### src/rtl/piso_serializer.sv
// piso_serializer: 4-bit parallel-in, serial-out shifter, LSB first.
//
// Ports:
//   clk   - rising-edge clock for all state
//   rst   - asynchronous, active-high reset
//   start - capture d and begin a word (honoured only while ready)
//   d     - parallel word, d[0] is emitted first
//   ready - high in IDLE, when start will be accepted
//   busy  - high while bits are being emitted
//   sout  - serial data out, taken from registered state only
//   done  - one-cycle pulse after the last emitted bit
//
// Optional feature: define PISO_PARITY_EN to append one even-parity bit
// (XOR of the captured word) after d[3].

module piso_serializer (
    input  logic       clk,
    input  logic       rst,
    input  logic       start,
    input  logic [3:0] d,
    output logic       ready,
    output logic       busy,
    output logic       sout,
    output logic       done
);

`ifdef PISO_PARITY_EN
    typedef enum logic [1:0] {StIdle, StShift, StParity, StDone} state_e;
`else
    typedef enum logic [1:0] {StIdle, StShift, StDone} state_e;
`endif

    state_e     state_q, state_d;
    logic [3:0] sreg_q, sreg_d;
    logic [1:0] cnt_q, cnt_d;
`ifdef PISO_PARITY_EN
    logic       parity_q, parity_d;
`endif

    always_ff @(posedge clk or posedge rst) begin
        if (rst) begin
            state_q  <= StIdle;
            sreg_q   <= 4'b0000;
            cnt_q    <= 2'd0;
`ifdef PISO_PARITY_EN
            parity_q <= 1'b0;
`endif
        end else begin
            state_q  <= state_d;
            sreg_q   <= sreg_d;
            cnt_q    <= cnt_d;
`ifdef PISO_PARITY_EN
            parity_q <= parity_d;
`endif
        end
    end

    // Outputs decode the registered state only, so they settle right after
    // an edge (or immediately on reset) and never follow start/d directly.
    always_comb begin
        state_d  = state_q;
        sreg_d   = sreg_q;
        cnt_d    = cnt_q;
`ifdef PISO_PARITY_EN
        parity_d = parity_q;
`endif
        ready    = 1'b0;
        busy     = 1'b0;
        sout     = 1'b0;
        done     = 1'b0;

        unique case (state_q)
            StIdle: begin
                ready = 1'b1;
                if (start) begin
                    sreg_d   = d;
                    cnt_d    = 2'd0;
`ifdef PISO_PARITY_EN
                    parity_d = ^d;
`endif
                    state_d  = StShift;
                end
            end
            StShift: begin
                busy   = 1'b1;
                sout   = sreg_q[0];
                sreg_d = {1'b0, sreg_q[3:1]};
                // Counter wraps 3 -> 0 on the same edge that leaves SHIFT.
                cnt_d  = cnt_q + 2'd1;
                if (cnt_q == 2'd3) begin
`ifdef PISO_PARITY_EN
                    state_d = StParity;
`else
                    state_d = StDone;
`endif
                end
            end
`ifdef PISO_PARITY_EN
            StParity: begin
                busy    = 1'b1;
                sout    = parity_q;
                state_d = StDone;
            end
`endif
            StDone: begin
                done    = 1'b1;
                state_d = StIdle;
            end
            default: begin
                state_d = StIdle;
            end
        endcase
    end

endmodule

### config.mk
export PLATFORM = sky130hd
export DESIGN_NAME = piso_serializer
export DESIGN_NICKNAME = d
export VERILOG_FILES = /design/src/rtl/piso_serializer.sv
export SDC_FILE = /design/constraint.sdc
export NUM_CORES = 1
export LEC_CHECK = 0
export CAP_MARGIN = 30
export CORE_AREA = 4 4 41 43
export CTS_CLUSTER_DIAMETER = 200
export DETAILED_ROUTE_END_ITERATION = 10
export DIE_AREA = 0 0 45 47
export PLACE_DENSITY = 0.54
export SLEW_MARGIN = 20
export SYNTH_ARGS = -nofsm -noshare
export SYNTH_HDL_FRONTEND = slang
export SYNTH_SLANG_ARGS = --single-unit
### constraint.sdc
create_clock -name clk -period 3.2 [get_ports clk]
set_input_delay 0.64 -clock clk [delete_from_list [all_inputs] [get_ports clk]]
set_output_delay 0.64 -clock clk [all_outputs]
set_load 0.01 [all_outputs]
# After elaboration in Yosys (flattened, before gate mapping)
# Cells that the tools add are included.
[totals]
output_inout_bits = 4
register_bits = 8
[classes]
n_addsub = 1
eq_ne = 5
mux = 11
reduce_logical = 4
[ops]
columns = ["op", "count"]
rows = [
  ["$pmux W2 S2", 2],
  ["$pmux W4 S2", 1],
  ["$mux W2", 3],
  ["$eq A2 B2 Y1 const B", 2],
  ["$mux W1", 4],
  ["$mux W4", 1],
  ["$ne A2 B2 Y1 const B", 2],
  ["$reduce_and A2 Y1", 2],
  ["$add A2 B1 Y2 const B", 1],
  ["$eq A2 B1 Y1 const B", 1],
  ["$logic_not A2 Y1", 1],
  ["$reduce_bool A2 Y1", 1],
]

# Logic depth before layout (Yosys ltp)
[logic_depth]
ltp_word = 3
depth_mapped = 4

# Worst setup path before layout
# OpenSTA, ideal clock, no wires.
[synth_path]
path_kind = "register -> output"
from = "reg state_q[1]"
to = "out sout"
arrival_time_ns = 1.065
t_required_ns = 2.560
path_slack_ns = 1.495
stages_incl_launch_ff = 4
cell_sequence = "dfrtp_1 buf_2 nor2b_1 and2_1"
[synth_between]
elab_chain_cells = 2
[synth_lines]
columns = ["element", "line_no", "text"]
rows = [
  ["start, declared", "33", "state_e state_q, state_d;"],
  ["start signal, assigned", "42", "state_q <= StIdle;"],
  ["start signal, assigned", "49", "state_q <= state_d;"],
  ["$eq A2 B1 Y1", "72", "unique case (state_q)"],
  ["$mux W1", "72", ""],
  ["end, declared", "23", "output logic sout,"],
]
# Every way passes these cells.

# Worst setup path after layout
[layout_path]
from = "reg state_q[0]"
to = "out sout"
# Same word-level chain as after synthesis.

==> qor.yml <==
die:
  start_util: 0.314
  io_pins: 11
  die_y_um: 47
  std_cell_rows: 13
  core-area_um2: 1300
  die_x_um: 45
  dieArea_um2: 2120
cts:
  cts_buffers: 3
  clk_latency_ns: 0.25
  clock-sinks: 8
  cts_tree: "done"
  clk_pin_slew_ns: 0.05
  cts_resized: 0
  clock_tree.root_cell: "clkbuf_4"
  hold_buffers: 0
  clockBufferDepth: 2
  htree_levels: 1
  post_cts.repair.setup_buffers: 0
timing:
  rsz0062_at_grt: "no"
  maxSlewViolCount: 0
  finalCriticalPeriod_ns: 2.44
  hold_violations: 0
  worst_slack_ns: 0.759
  tns_ns: 0
  worst-slew-pin-transition_ns: 0.341
  setup_viol: 0
  finClkSkew_ns: 0.00338
  whs_ns: 0.510
  period_share: 0.763
  slew_headroom: 0.772
  max_freq_mhz: 410
outcome:
  outcome: "finished clean"
final_layout:
  n_antenna_cell: 0
  layout-drive-gt1-share: 0.188
  layout.nets: 58
  area_growth_pct: 30.6
  utilization: 0.411
  num-fill-cells: 143
synthesis:
  synth_nets: 45
  synth_area_um2: 409
  synth_ff_type: "dfrtp_1"
  synth-seq-area-share: 0.489
  ys_async_sr_fraction: 1.00
  synth_cells: 37
  avgSynthCellArea_um2: 11.1
  synth_cell_types: 23
  yosys_warnings: 0
  ys_seq_elements: 8
  synth_edf_count: 0
route:
  routed-via-count: 283
  viasPerCell: 4.49
  drt-wirelength-per-cell_um: 12.0
  finalWirelength_um: 758
  ant_nets: 0
  drc: 0
  dr.pass1.iters: 2
  initialDrtViolationCount: 3
placed_design:
  place.gp.congestion: 0.700
  port_buffers: 10
  pre_cts_ws_ns: 1.02
  dp_hpwl_um: 594
worst_setup_path:
  required_ns: 2.56
  start_kind: "flip-flop"
  end_kind: "output port"
  worst-setup-path-type: "reg -> out"
  critical_path_arrival_ns: 1.80
  cp_max_fo: 10
power_and_ir_drop:
  power_density_nw_per_um2: 919
  ir_worst_vdd_uv: 322
  static-leakage-power_nw: 0.235
grt:
  grt_start_max_net_pins: 12
  antenna_found_initial: 0
  gr-usage-all-layers: 0.0918
  grt_pass1_wl_um: 1310
  overflow: 0
  grt_pass1_vias: 311
min_path:
  hold_path_class: "reg -> reg"
job:
  cap_violations: 0
registers in the layout, indices dropped and copies added (netlist names):
| register | cells |
|---|---|
| sreg_q | 4 |
| cnt_q | 2 |
| state_q | 2 |
metal layers:
metal | vias to the layer above | wire length [µm] | GRT usage
met3 | 2 | 83 | 0.0460
met2 | 10 | 288 | 0.113
met5 | - | 0 | 0
met1 | 120 | 379 | 0.119
met4 | 0 | 7 | 0.0702
li1 | 151 | - | -
final cells by class:
class | instances | area [µm²] | share of cell area
clock buffers | 3 | 22.5 | 0.0422
inverters | 3 | 11.3 | 0.0211
multi-input cells | 24 | 181 | 0.340
flip-flops and latches | 8 | 200 | 0.375
well taps | 15 | 18.8 | 0.0351
repair buffers | 10 | 100 | 0.187
layout by cell type (no fill, tap or decap):
cell type        instances
dfrtp_1                  8
a32o_1                   1
mux2i_1                  1
a22o_2                   1
or2_4                    1
and4bb_2                 1
inv_1                    3
nor2b_1                  1
nor2_2                   1
and2_1                   2
a22oi_1                  1
nand2_1                  1
nor4b_1                  1
a21oi_1                  2
clkdlybuf4s50_1         10
and2b_2                  1
o22a_1                   1
ha_1                     1
clkbuf_4                 3
nor3b_1                  2
mux2_2                   1
a211oi_1                 1
nor2_1                   3
cells by family (layout without fill, tap and decap cells):
logic type,Yosys count,count (layout),synth area share
DFF,8,8,0.489
AOI/OAI and AO/OA,7,7,0.132
and+or+nand+nor,14,14,0.229
adders and majority gates,1,1,0.0306
muxes,2,2,0.0520
buffers and inverters,5,16,0.0673
Yosys cell counts, types with 2 or more instances:
cell | n | area [µm²]
nor3b_1 | 2 | 15.0
nor2_1 | 3 | 11.3
dfrtp_1 | 8 | 200
inv_1 | 3 | 11.3
a21oi_1 | 2 | 10.0
and2_1 | 2 | 12.5
worst max-delay path, stage by stage (launching register included):
cell and delay, ns:
dfrtp_1 0.49, nor2b_1 0.36, and2_1 0.18, clkdlybuf4s50_1 0.53
through the flow:
step | cell area (µm²) | std cells | total power, mW
after detailed placement | 512 | 60 | 0.422
after CTS | 534 | 63 | 0.501
after floorplan | 409 | 37 | 0.350
after global routing | 534 | 63 | 0.538
final | 534 | 63 | 0.491
after global placement | 512 | 60 | 0.422
final timing paths:
| check | slack (ns) | cells past startpoint | startpoint | to |
|---|---|---|---|---|
| max in group asynchronous | 2.36 | 2 | rst | sreg_q[1] |
| worst min-delay path | 0.51 | 2 | sreg_q[1] | sreg_q[0] |
| worst max register to register | 1.98 | 3 | state_q[0] | cnt_q[0] |
| worst max-delay path | 0.76 | 3 | state_q[0] | sout |
| worst min register to register | 0.51 | 2 | sreg_q[1] | sreg_q[0] |
| min in group asynchronous | 0.62 | 2 | rst | state_q[1] |
where the power goes:
part	leakage, nW	switching (mW)	internal, mW
registers	0.0984	0.0435	0.148
clock network	0.0138	0.0308	0.0427
logic	0.123	0.0910	0.135
total	0.235	0.165	0.326
(Power assumes the default switching activity.)
